===== config.mk =====
export PLATFORM = sky130hd
export DESIGN_NAME = ifetch_unit
export DESIGN_NICKNAME = d
export VERILOG_FILES = /design/src/rtl/rv32i_types.sv /design/src/rtl/tomasula_types.sv /design/src/rtl/fetch_fifo.sv /design/src/rtl/ifetch_unit.sv
export SDC_FILE = /design/constraint.sdc
export NUM_CORES = 1
export LEC_CHECK = 0
export ABC_AREA = 1
export BUFFER_PORTS_ARGS = -buffer_cell sky130_fd_sc_hd__buf_2
export CORE_MARGIN = 2
export CORE_UTILIZATION = 50
export DETAILED_ROUTE_END_ITERATION = 8
export MAX_ROUTING_LAYER = met4
export PLACE_DENSITY = 0.72
export SKIP_CTS_REPAIR_TIMING = 1
export SLEW_MARGIN = 30
export SYNTH_ARGS = -nofsm -noshare
export SYNTH_HDL_FRONTEND = slang
export SYNTH_SLANG_ARGS = --single-unit

===== constraint.sdc =====
create_clock -name clk -period 4.3 [get_ports clk]
set_input_delay 0.645 -clock clk [delete_from_list [all_inputs] [get_ports clk]]
set_output_delay 0.645 -clock clk [all_outputs]
set_load 0.1 [all_outputs]

===== src/rtl/rv32i_types.sv =====
// Base RV32I scalar types shared across the core.
package rv32i_types;

  typedef logic [31:0] rv32i_word;

endpackage


===== src/rtl/tomasula_types.sv =====
// Front-end types: fetch buffer entry, fetch FSM encoding and reset PC.
package tomasula_types;

  import rv32i_types::*;

  localparam rv32i_word PC_RESET_DEFAULT = 32'h0000_0060;

  typedef struct packed {
    rv32i_word pc;
    rv32i_word instr;
  } fetch_entry_t;

  typedef enum logic [1:0] {
    IDLE  = 2'd0,
    REQ   = 2'd1,
    DRAIN = 2'd2
  } fetch_state_t;

endpackage


===== src/rtl/fetch_fifo.sv =====
// Fetch buffer: circular queue of {pc, instr} entries with a synchronous
// flush that empties it. The head is read straight out of the storage flops.
module fetch_fifo
  import tomasula_types::*;
#(
  parameter int DEPTH = 4
) (
  input  logic                   clk,
  input  logic                   reset_n,
  input  logic                   push,
  input  fetch_entry_t           push_entry,
  input  logic                   pop,
  input  logic                   flush,
  output fetch_entry_t           head,
  output logic                   full,
  output logic                   empty,
  output logic [$clog2(DEPTH):0] count
);

  localparam int AW = $clog2(DEPTH);
  localparam logic [AW-1:0] PTR_ONE  = AW'(1);
  localparam logic [AW:0]   CNT_ONE  = (AW+1)'(1);
  localparam logic [AW:0]   CNT_FULL = (AW+1)'(DEPTH);

  fetch_entry_t  mem_q [DEPTH];
  fetch_entry_t  mem_d [DEPTH];
  logic [AW-1:0] wr_ptr_q, wr_ptr_d;
  logic [AW-1:0] rd_ptr_q, rd_ptr_d;
  logic [AW:0]   count_q, count_d;
  logic          push_en, pop_en;

  assign full    = (count_q == CNT_FULL);
  assign empty   = (count_q == '0);
  assign count   = count_q;
  assign head    = mem_q[rd_ptr_q];
  // flush wins over both push and pop; a push into a full buffer is dropped
  assign push_en = push && !full && !flush;
  assign pop_en  = pop && !empty && !flush;

  // write the incoming entry at the tail slot
  always_comb begin
    mem_d = mem_q;
    if (push_en) mem_d[wr_ptr_q] = push_entry;
  end

  // pointer and occupancy update; pointers wrap naturally at DEPTH
  always_comb begin
    wr_ptr_d = wr_ptr_q;
    rd_ptr_d = rd_ptr_q;
    count_d  = count_q;
    if (flush) begin
      wr_ptr_d = '0;
      rd_ptr_d = '0;
      count_d  = '0;
    end else begin
      if (push_en) wr_ptr_d = wr_ptr_q + PTR_ONE;
      if (pop_en)  rd_ptr_d = rd_ptr_q + PTR_ONE;
      case ({push_en, pop_en})
        2'b10:   count_d = count_q + CNT_ONE;
        2'b01:   count_d = count_q - CNT_ONE;
        default: count_d = count_q;
      endcase
    end
  end

  // entry storage needs no reset: occupancy alone decides validity
  always_ff @(posedge clk) begin
    mem_q <= mem_d;
  end

  // control state with asynchronous reset
  always_ff @(posedge clk or negedge reset_n) begin
    if (!reset_n) begin
      wr_ptr_q <= '0;
      rd_ptr_q <= '0;
      count_q  <= '0;
    end else begin
      wr_ptr_q <= wr_ptr_d;
      rd_ptr_q <= rd_ptr_d;
      count_q  <= count_d;
    end
  end

endmodule


===== src/rtl/ifetch_unit.sv =====
// Instruction fetch unit: one outstanding memory read at a time, fills the
// fetch buffer sequentially and redirects on flush.
//
//   state | meaning
//   IDLE  | no request outstanding (buffer full, or just out of reset)
//   REQ   | request outstanding, its data will be pushed
//   DRAIN | request outstanding from before a flush, its data is dropped
module ifetch_unit
  import rv32i_types::*, tomasula_types::*;
#(
  parameter int        IQ_DEPTH = 4,
  parameter rv32i_word PC_RESET = PC_RESET_DEFAULT
) (
  input  logic        clk,
  input  logic        reset_n,
  output logic        instr_read,
  output logic [31:0] instr_mem_address,
  input  logic        instr_mem_resp,
  input  logic [31:0] instr_mem_rdata,
  input  logic        flush,
  input  logic [31:0] flush_pc,
  input  logic        iq_pop,
  output logic        iq_valid,
  output logic [31:0] iq_instr,
  output logic [31:0] iq_pc,
  output logic        iq_full
);

  localparam int CW = $clog2(IQ_DEPTH) + 1;
  localparam logic [CW-1:0] CNT_LAST = CW'(IQ_DEPTH - 1);

  fetch_state_t  state_q, state_d;
  rv32i_word     pc_q, pc_d;
  rv32i_word     drain_addr_q, drain_addr_d;

  fetch_entry_t  push_entry;
  fetch_entry_t  head_entry;
  logic          fifo_full, fifo_empty;
  logic [CW-1:0] fifo_count;
  logic          resp_take, pop_take, fills_up;

  assign resp_take  = (state_q == REQ) && instr_mem_resp && !flush;
  assign pop_take   = iq_pop && iq_valid;
  // this push lands in the last free slot and no pop frees one
  assign fills_up   = (fifo_count == CNT_LAST) && !pop_take;
  assign push_entry = '{pc: pc_q, instr: instr_mem_rdata};

  assign iq_valid = !fifo_empty;
  assign iq_full  = fifo_full;
  assign iq_pc    = head_entry.pc;
  assign iq_instr = head_entry.instr;

  fetch_fifo #(.DEPTH(IQ_DEPTH)) u_fifo (
    .clk        (clk),
    .reset_n    (reset_n),
    .push       (resp_take),
    .push_entry (push_entry),
    .pop        (iq_pop),
    .flush      (flush),
    .head       (head_entry),
    .full       (fifo_full),
    .empty      (fifo_empty),
    .count      (fifo_count)
  );

  // state register
  always_ff @(posedge clk or negedge reset_n) begin
    if (!reset_n) state_q <= IDLE;
    else          state_q <= state_d;
  end

  // next-state: flush redirects, otherwise fetch until the buffer is full
  always_comb begin
    state_d = state_q;
    unique case (state_q)
      IDLE: begin
        if (flush || !fifo_full) state_d = REQ;
      end
      REQ: begin
        if (flush)               state_d = instr_mem_resp ? REQ : DRAIN;
        else if (instr_mem_resp) state_d = fills_up ? IDLE : REQ;
      end
      DRAIN: begin
        if (instr_mem_resp) state_d = REQ;
      end
      default: state_d = IDLE;
    endcase
  end

  // outputs: a drained request keeps presenting its original address
  always_comb begin
    instr_read        = 1'b0;
    instr_mem_address = pc_q;
    unique case (state_q)
      REQ:   instr_read = 1'b1;
      DRAIN: begin
        instr_read        = 1'b1;
        instr_mem_address = drain_addr_q;
      end
      default: instr_read = 1'b0;
    endcase
  end

  // PC and held drain address; flush overrides sequential advance
  always_comb begin
    pc_d         = pc_q;
    drain_addr_d = drain_addr_q;
    if (flush) begin
      pc_d = flush_pc;
      if ((state_q == REQ) && !instr_mem_resp) drain_addr_d = pc_q;
    end else if (resp_take) begin
      pc_d = pc_q + 32'd4;
    end
  end

  // PC registers
  always_ff @(posedge clk or negedge reset_n) begin
    if (!reset_n) begin
      pc_q         <= PC_RESET;
      drain_addr_q <= PC_RESET;
    end else begin
      pc_q         <= pc_d;
      drain_addr_q <= drain_addr_d;
    end
  end

endmodule


==> out/summary.txt, run 1 <==
Area Growth Syn to Fin -> 17.0%
CP Launch Type -> flop
hpwl dp -> 19.6 mm
CP max-delay cell -> buf_6
global-route wire length before repair -> 50.1 mm
top-area cell type share of the netlist area -> 55.1%
Clock Tree Root -> clkbuf_16
wire per inst -> 17.8 µm
# nets final -> 1,481
worst min path class -> input port to asynchronous set/reset pin
Netlist cell types -> 36
CORE AREA -> 27,600 µm²
Skew-Pair Late Insertion Delay -> 0.51 ns
Worst Skew -> 0.0110 ns
Hold Vio Cnt, Final -> 0
Mapped Nets -> 1,331
Initial Util -> 50.5%
family with the most delay on the worst path -> buffers and inverters
grt ovf -> 0
GRT Total Usage -> 22.7%
RePlAce Congestion -> 0.869
synth top area cells -> edfxtp_1 (55%), dfrtp_1 (12%), o21ai_0 (6.4%), nand2_1 (6.4%), nor2_1 (4.9%)
Vias -> 9,744
CTS H-tree lvls -> 2
Buf/Inv on CP -> 2
vias in the first global route -> 9,382
full die area -> 29,200 µm²
clk slew on worst S/H paths -> 0.06 ns
Max VDD drop -> 0.525 mV
max_cap viols -> 0
Cell Chain, Critical Path -> buf_6 -> o21ai_0 -> o22ai_1 -> buf_2
#FFs+latches synth -> 329
Worst EP arrival -> 2.65 ns
synth warn -> 0
CTS Buf Count -> 35
final worst-path cycle share -> 76.6%
Core Rows -> 61
PwrDens -> 745 nW/µm²
Syn Area/Cell -> 11.1 µm²
DRC Markers -> 0
Rel. slew slack -> 39.6%
CTS tree -> done
largest net degree at the start of global routing -> 130
status -> completed
Final Util -> 59.0%
filler cell count -> 2,342
routed wl met2 -> 14.8 mm
CP Capture Type -> output port
WL final -> 32.2 mm
# IOs -> 168
Leakage -> 0.00626 µW
vias per cell -> 5.39
Critical Setup Path Class -> flop to output port
Placed Cells -> 1,743
# setup viols final -> 0
Die Wd -> 171 µm
required time worst endpoint -> 3.65 ns
drt first pass iters -> 5
CP max FO -> 129
Post-Syn Instances -> 1,252
crit-path max cell delay -> 0.65 ns
die height -> 171 µm
register area share after synthesis -> 68.3%
leading area contributor after synthesis -> edfxtp_1
Slew @ Worst Pin -> 0.905 ns
fin cells -> 1,807
IO buf count -> 167
Iteration-0 DRC Markers -> 811
Max Root-Sink Buffers -> 3
post-route ant nets -> 0
Achievable Freq -> 0.304 GHz
Met1 Wirelength -> 14.7 mm
fin crit period -> 3.29 ns
Max Used Layer -> met4
Final Max Tran Viols -> 0
Sink Count -> 329
initial antenna violation count -> 0
Setup TNS -> 0 ns
metal3 WL -> 2.01 mm
Synth Cell Area -> 13,900 µm²
unrepaired setup endpoints after global routing -> no
layout cells sized above 1 -> 20.0%
## where the power goes
group | internal (µW) | switching, µW | total [µW]
Combinational | 781 | 4130 | 4910
Clock | 1840 | 1190 | 3020
Sequential | 3900 | 315 | 4210
Total | 6510 | 5630 | 12100
## area by class of cell
type	count	area, µm²	share of cell area, %
tap	378	473	2.90
inverter	66	249	1.53
multi-input combinational	792	3890	23.8
clock buffer	48	976	5.99
clock inverter	15	193	1.18
sequential	329	9520	58.4
antenna	1	2.50	0.0153
timing repair buffer	178	1000	6.13
## placed cells by master (no fill, tap or decap), types with 8 or more instances in the layout
cell	count
clkbuf_1	9
nand3_1	43
dfrtp_1	67
o22ai_1	64
nor2_1	177
nand2_1	236
clkbuf_16	36
inv_1	61
o21ai_2	22
o21ai_0	178
edfxtp_1	256
ha_1	8
o21ai_1	9
buf_2	166
## flip-flops by register name, indices dropped and copies added, names as in the netlist
register,cells
u_fifo.rd_ptr_q,2
u_fifo.count,3
u_fifo.mem_q,256
drain_addr_q,32
pc_q,32
u_fifo.wr_ptr_q,2
state_q,2
## synthesized netlist by cell type
master      n
nor2_2      6
a21oi_1     3
o21ai_4     1
nand3_1    43
o22ai_1    64
o21ai_0   178
buf_1       2
nand2_1   236
buf_2      22
nand2_4     3
a31oi_1     3
dfrtp_1    69
nand2_2     4
fa_1        1
nor3_1      1
o21bai_1    3
edfxtp_1  256
nor2_8      1
o31ai_1     3
dfstp_2     4
xor2_1      7
nor2_4      3
o221ai_1    2
nor2_1    181
clkbuf_1   33
nand4_1     1
o21ai_1     9
buf_6       7
xnor2_1     2
nand3_2     2
buf_4       1
inv_2       4
o21ai_2    22
ha_1        9
o211ai_1    4
inv_1      62
## worst paths after layout
check | from | end | depth (start not counted) | slack [ns]
worst max-delay path | u_fifo.rd_ptr_q[0]$_DFFE_PN0P_ | iq_pc[16] | 4 | 1.01
worst max register to register | state_q[1]$_DFFE_PN0P_ | u_fifo.count[2]$_DFFE_PN0P_ | 13 | 1.57
worst min-delay path | reset_n | drain_addr_q[26]$_DFFE_PN0P_ | 1 | 0.14
worst min register to register | drain_addr_q[6]$_DFFE_PN1P_ | drain_addr_q[6]$_DFFE_PN1P_ | 2 | 0.48
max in group asynchronous | reset_n | drain_addr_q[6]$_DFFE_PN1P_ | 2 | 3.30
min in group clk | flush_pc[0] | pc_q[0]$_DFFE_PN0P_ | 3 | 0.35
## metal layers
| layer | track usage, % | vias to the layer above |
|---|---|---|
| met3 | 3.96 | 51 |
| met4 | 6.41 | 0 |
| met5 | - | - |
| met2 | 35.0 | 316 |
| met1 | 31.3 | 4698 |
| li1 | - | 4679 |
## logic make-up (layout without fill, tap and decap cells)
group / count (synthesis) / count (layout) / share of synthesized area, %
other: 0 / 1 / 0
adders and majority gates: 10 / 10 / 0.951
DFF: 329 / 329 / 68.3
and+or+nand+nor: 481 / 481 / 14.1
buffers and inverters: 131 / 307 / 4.13
xor gates and xnor gates: 9 / 9 / 0.566
AOI/OAI and AO/OA: 292 / 292 / 12.0
## per-stage QoR
stage | instance area [µm²] | hold slack (ns) | power [µW] | worst slack, ns
after global routing | 16300 | 0.178 | 12600 | 0.824
after global placement | 15100 | 0.462 | 9110 | 1.34
final | 16300 | 0.140 | 12100 | 1.01
after CTS | 16300 | 0.164 | 12200 | 1.01
after detailed placement | 15100 | 0.469 | 9180 | 1.40
after floorplan | 13900 | 0.349 | 8290 | 0.0616
(Power assumes the default switching activity.)
==> run 2, diff against run 1 <==
--- a/config.mk
+++ b/config.mk
@@ -5,13 +5,13 @@
 export SDC_FILE = /design/constraint.sdc
 export NUM_CORES = 1
 export LEC_CHECK = 0
-export ABC_AREA = 1
+export ABC_AREA = 0
 export BUFFER_PORTS_ARGS = -buffer_cell sky130_fd_sc_hd__buf_2
 export CORE_MARGIN = 2
 export CORE_UTILIZATION = 50
 export DETAILED_ROUTE_END_ITERATION = 8
 export MAX_ROUTING_LAYER = met4
-export PLACE_DENSITY = 0.72
+export PLACE_DENSITY = 0.69
 export SKIP_CTS_REPAIR_TIMING = 1
 export SLEW_MARGIN = 30
 export SYNTH_ARGS = -nofsm -noshare
==> constraint.sdc (replaced) <==
create_clock -name clk -period 3.3 [get_ports clk]
set_input_delay 0.495 -clock clk [delete_from_list [all_inputs] [get_ports clk]]
set_output_delay 0.495 -clock clk [all_outputs]
set_load 0.1 [all_outputs]
==> out/summary.txt, run 2 <==
post-route ant nets -> 0 (unchanged)
met1 Use GR -> 28.1% (-3.2 points)
Placed Area -> 14,700 µm² (-2.9%)
register area share after synthesis -> 71.1% (+2.8 points)
CP Capture Type -> output port
leading area contributor after synthesis -> edfxtp_1
status -> completed
max reg flops -> 256 (unchanged)
Synth top cells by count -> edfxtp_1 (256), dfrtp_1 (69), mux4_2 (64)
RePlAce Congestion -> 0.820 (-5.7%)
Skew-Pair Late Insertion Delay -> 0.50 ns (about the same)
worst min path class -> input port to asynchronous set/reset pin
synth top area cells -> edfxtp_1 (57%), dfrtp_1 (13%), mux4_2 (11%), mux2_2 (5.2%), nand2_1 (0.98%)
CP max-delay cell -> ha_2
CORE AREA -> 26,200 µm² (-5.1%)
# IOs -> 168 (unchanged)
CP max FO -> 23 (-82%)
Setup TNS -> 0 ns (unchanged)
Core Rows -> 59 (-3.3%)
commonest cells after routing, fill and taps aside -> edfxtp_1 (256), buf_2 (166), dfrtp_1 (67)
die height -> 168 µm (-1.9%)
clk slew on worst S/H paths -> 0.06 ns (about the same)
full die area -> 28,100 µm² (-3.8%)
Mapped Nets -> 814 (-39%)
max_cap viols -> 0 (unchanged)
GRT Total Usage -> 20.5% (-2.2 points)
Vias -> 7,317 (-25%)
vias in the first global route -> 7,451 (-21%)
Worst EP arrival -> 2.58 ns (-0.07 ns)
fin cells -> 1,278 (-29%)
Achievable Freq -> 0.325 GHz
Biggest register -> u_fifo.mem_q
initial antenna violation count -> 4 (+4)
Area Growth Syn to Fin -> 17.9%
Final Max Tran Viols -> 0 (unchanged)
hpwl dp -> 17.3 mm (-12%)
Max VDD drop -> 0.657 mV (+25%)
Sink Count -> 329 (unchanged)
drt first pass iters -> 5 (unchanged)
Leakage -> 0.00557 µW (-11%)
Placed Cells -> 1,212 (-30%)
Clock Tree Root -> clkbuf_16
vias per cell -> 5.73 (+6.2%)
Die Wd -> 168 µm (-1.9%)
wire per inst -> 21.5 µm (+21%)
synth warn -> 0 (unchanged)
Netlist cell types -> 50 (+39%)
Synth Cell Area -> 13,400 µm² (-3.9%)
Syn Area/Cell -> 18.2 µm² (+64%)
WL final -> 27.4 mm (-15%)
Max Root-Sink Buffers -> 3 (unchanged)
met3 usage -> 4.44% (+0.49 points)
most common cell in the netlist -> edfxtp_1
DRC Markers -> 0 (unchanged)
Hold Vio Cnt, Final -> 0 (unchanged)
CTS Buf Count -> 35 (unchanged)
#FFs+latches synth -> 329 (unchanged)
Worst Slack Setup Final -> 0.222 ns (-0.785 ns)
Critical Setup Path Class -> flop to output port
layout cells sized above 1 -> 40.6% (+21 points)
required time worst endpoint -> 2.80 ns (-0.85 ns)
Worst Skew -> 0.0216 ns (+0.0105 ns)
gr busiest metal -> met2
Slew @ Worst Pin -> 0.698 ns (-0.208 ns)
fin crit period -> 3.08 ns
Post-Syn Instances -> 735 (-41%)
Primary FF master, synth -> edfxtp_1
dpl ws -> 0.719 ns (-0.682 ns)
grt ovf -> 0 (unchanged)
met2 usage -> 31.0% (-4.0 points)
biggest regs -> u_fifo.mem_q: 256 flops, drain_addr_q: 32 flops, pc_q: 32 flops
Final Instance Area -> 15,800 µm² (-3.1%)
fraction of registers with async set/reset -> 22.2% (unchanged)
final worst-path cycle share -> 93.3%
Cell Chain, Critical Path -> inv_1 -> ha_2 -> buf_4 -> mux2_2 -> buf_2
# nets final -> 993 (-33%)
CP Launch Type -> flop
crit-path max cell delay -> 0.55 ns (-0.10 ns)
CTS tree -> done
Iteration-0 DRC Markers -> 523 (-36%)
Post-synth EDFFs -> 256 (unchanged)
Rel. slew slack -> 53.5% (+14 points)
global-route wire length before repair -> 42.7 mm (-15%)
largest net degree at the start of global routing -> 74 (-43%)
Initial Util -> 51.1% (+0.65 points)
PwrDens -> 816 nW/µm² (+9.5%)
commonest non-fill, non-tap cell in the layout -> edfxtp_1
IO buf count -> 167 (unchanged)
CTS H-tree lvls -> 2 (unchanged)
unrepaired setup endpoints after global routing -> no
final hold slack -> 0.00254 ns (-0.138 ns)
# setup viols final -> 0 (unchanged)
top-area cell type share of the netlist area -> 57.4% (+2.3 points)
## run 2: changes by cell type in the layout (fill, tap and decap cells not counted), sizes merged, moves of 14 or more
cell   previous run  this run
nand2           243        35
o21ai           210        23
nor2            191        21
mux4              0        64
o22ai            64         1
mux2              0        62
inv              65        10
nand3            45        14
or4               0        17
a31oi             3        17
## run 2: logic make-up (layout without fill, tap and decap cells)
group	count (synthesis)	count (layout)	synth area share [%]
flops	329	329	71.1
other cells	0	4	0
fa+ha+maj	10	10	0.990
mux	127	127	16.1
simple gates	132	132	5.74
compound gates	72	72	3.36
buf+inv	51	255	1.86
xor+xnor	14	14	0.916
## run 2: path summary, 6_finish.rpt
path                                              start                              to  slack [ns]  depth (start not counted)
hold / removal                                  reset_n     drain_addr_q[3]$_DFFE_PN0P_       0.003                          1
setup reg to reg            u_fifo.count[0]$_DFFE_PN0P_     u_fifo.count[2]$_DFFE_PN0P_        0.77                          8
min in group clk                            flush_pc[3]             pc_q[3]$_DFFE_PN0N_        0.20                          3
max in group asynchronous                       reset_n  u_fifo.rd_ptr_q[0]$_DFFE_PN0P_        2.77                          1
setup / recovery                 state_q[0]$_DFFE_PN0P_           instr_mem_address[18]        0.22                          5
hold reg to reg            drain_addr_q[16]$_DFFE_PN0P_    drain_addr_q[16]$_DFFE_PN0P_        0.49                          2
## run 2: through the flow
stage / util [%] / total power, µW
2_1_floorplan: - / 8510
3_3_place_gp: 56.0 / 9180
3_5_place_dp: 56.0 / 9220
4_1_cts: 60.2 / 13000
5_1_grt: 60.3 / 13300
6_report: 60.3 / 12900
## run 2: power by group
group | switching (µW) | leakage, µW | internal [µW]
clock network | 1520 | 0.000546 | 2260
registers | 330 | 0.00317 | 4950
logic | 2900 | 0.00185 | 935
total | 4740 | 0.00557 | 8140
## run 2: area by class of cell
class	count	area, µm²
repair buffers	183	1050
inverters	10	37.5
clock inverters	21	200
multi-input cells	355	3650
well taps	335	419
flip-flops and latches	329	9530
diodes	4	10.0
clock buffers	41	898
fillers	1916	10400
## run 2: critical path: cells and delay by family, from the launching register on
family / cells / cell delay [ns]
buf+inv: 3 / 0.75
flops: 1 / 0.41
mux: 1 / 0.36
fa+ha+maj: 1 / 0.55
## run 2: routing by layer
metal,up-vias,part of all wire [%]
met5,-,0
met4,0,2.7
met3,52,6.4
met2,244,47
met1,3704,44
li1,3317,-
==> run 3, diff against run 2 <==
--- a/config.mk
+++ b/config.mk
@@ -5,7 +5,7 @@
 export SDC_FILE = /design/constraint.sdc
 export NUM_CORES = 1
 export LEC_CHECK = 0
-export ABC_AREA = 0
+export ABC_AREA = 1
 export BUFFER_PORTS_ARGS = -buffer_cell sky130_fd_sc_hd__buf_2
 export CORE_MARGIN = 2
 export CORE_UTILIZATION = 50
==> out/summary.txt, run 3 (synthesis results as in run 1) <==
Rel. slew slack -> 51.2% (-2.3 points)
filler cell count -> 2,294 (+20%)
CTS Buf Count -> 35 (unchanged)
Clock Tree Root -> clkbuf_16
biggest regs -> u_fifo.mem_q: 256 flops, drain_addr_q: 32 flops, pc_q: 32 flops
Worst Skew -> 0.0135 ns (-0.00804 ns)
# setup viols final -> 0 (unchanged)
# nets final -> 1,489 (+50%)
commonest non-fill, non-tap cell in the layout -> edfxtp_1
CTS H-tree lvls -> 2 (unchanged)
clk slew on worst S/H paths -> 0.06 ns (about the same)
PwrDens -> 969 nW/µm² (+19%)
IO buf count -> 167 (unchanged)
vias per cell -> 5.42 (-5.4%)
die height -> 171 µm (+2.0%)
largest net degree at the start of global routing -> 105 (+42%)
Slew @ Worst Pin -> 0.732 ns (+0.0349 ns)
dpl ws -> 0.833 ns (+0.114 ns)
max_cap viols -> 0 (unchanged)
Max Root-Sink Buffers -> 3 (unchanged)
Area Growth Syn to Fin -> 17.4%
Die Wd -> 171 µm (+2.0%)
RePlAce Congestion -> 0.890 (+8.6%)
Initial Util -> 50.5% (-0.65 points)
fin crit period -> 2.97 ns (-0.109 ns)
# IOs -> 168 (unchanged)
max reg flops -> 256 (unchanged)
Skew-Pair Late Insertion Delay -> 0.51 ns (about the same)
CORE AREA -> 27,600 µm² (+5.4%)
Core Rows -> 61 (+3.4%)
hpwl dp -> 19.9 mm (+15%)
initial antenna violation count -> 1 (-3)
CP Launch Type -> flop
Final Instance Area -> 16,400 µm² (+3.6%)
CP Capture Type -> output port
vias in the first global route -> 9,243 (+24%)
unrepaired setup endpoints after global routing -> no
required time worst endpoint -> 2.80 ns (about the same)
Total Power -> 15,900 µW (+23%)
layout cells sized above 1 -> 20.5% (-20 points)
GRT Total Usage -> 22.7% (+2.2 points)
Placed Cells -> 1,751 (+44%)
WL final -> 32.6 mm (+19%)
Hold Vio Cnt, Final -> 0 (unchanged)
Setup TNS -> 0 ns (unchanged)
fin cells -> 1,814 (+42%)
final worst-path cycle share -> 90.0% (-3.3 points)
DRC Markers -> 0 (unchanged)
Achievable Freq -> 0.337 GHz (+3.7%)
Worst Slack Setup Final -> 0.331 ns (+0.109 ns)
Sink Count -> 329 (unchanged)
Leakage -> 0.00631 µW (+13%)
Max VDD drop -> 0.665 mV (+1.2%)
post-route ant nets -> 0 (unchanged)
wire per inst -> 18.0 µm (-16%)
drt first pass iters -> 5 (unchanged)
# diodes -> 0 (-4)
commonest cells after routing, fill and taps aside -> edfxtp_1 (256), nand2_1 (236), nor2_1 (177)
Vias -> 9,828 (+34%)
full die area -> 29,200 µm² (+4.0%)
Iteration-0 DRC Markers -> 948 (+81%)
Placed Area -> 15,200 µm² (+3.6%)
CTS tree -> done
CP max FO -> 104 (+350%)
Worst EP arrival -> 2.47 ns (-0.11 ns)
grt ovf -> 0 (unchanged)
Biggest register -> u_fifo.mem_q
Critical Setup Path Class -> flop to output port
status -> completed
worst min path class -> input port to asynchronous set/reset pin
global-route wire length before repair -> 49.8 mm (+17%)
Final Max Tran Viols -> 0 (unchanged)
[run 3: cell type report]
cell class | count | area [µm²] | area share, %
flip-flops and latches | 329 | 9520 | 58.2
multi-input cells | 792 | 3880 | 23.7
repair buffers | 186 | 1080 | 6.59
clock buffers | 46 | 957 | 5.85
well taps | 378 | 473 | 2.89
inverters | 66 | 249 | 1.52
clock inverters | 17 | 208 | 1.27
[run 3: worst paths after layout]
path	depth (start not counted)	slack [ns]	start	endpoint
setup / recovery	5	0.33	u_fifo.rd_ptr_q[0]$_DFFE_PN0P_	iq_pc[19]
hold / removal	2	0.02	reset_n	drain_addr_q[26]$_DFFE_PN0P_
setup reg to reg	13	0.92	state_q[1]$_DFFE_PN0P_	u_fifo.count[2]$_DFFE_PN0P_
hold reg to reg	2	0.48	drain_addr_q[6]$_DFFE_PN1P_	drain_addr_q[6]$_DFFE_PN1P_
max in group asynchronous	3	2.66	reset_n	u_fifo.rd_ptr_q[0]$_DFFE_PN0P_
min in group clk	1	0.19	instr_mem_rdata[3]	u_fifo.mem_q[195]$_DFFE_PP_
[run 3: metal layers]
metal	share of wire [%]	vias to the layer above	track usage (%)	wire, µm
li1	-	4689	-	-
met1	44	4710	31.0	14400
met2	46	357	35.0	15100
met3	6.5	72	3.42	2130
met4	3.0	0	7.85	981
met5	0	-	-	0
[run 3: metrics by stage]
stage	hold WS [ns]	utilization [%]
after CTS	0.0255	59.2
after detailed placement	0.471	55.0
after global routing	0.0654	59.2
after global placement	0.462	54.9
after floorplan	0.199	-
final	0.0223	59.2
[run 3: power breakdown]
group / switching [µW] / internal (µW) / total, µW
Combinational: 5350 / 1050 / 6400
Sequential: 439 / 5080 / 5510
Clock: 1570 / 2370 / 3940
Total: 7360 / 8490 / 15900
[run 3: critical path, stage by stage (launching register included)]
cell and delay, ns:
dfrtp_4 0.61, clkinv_2 0.11, buf_12 0.35, o21ai_0 0.13, o22ai_1 0.23, buf_2 0.48
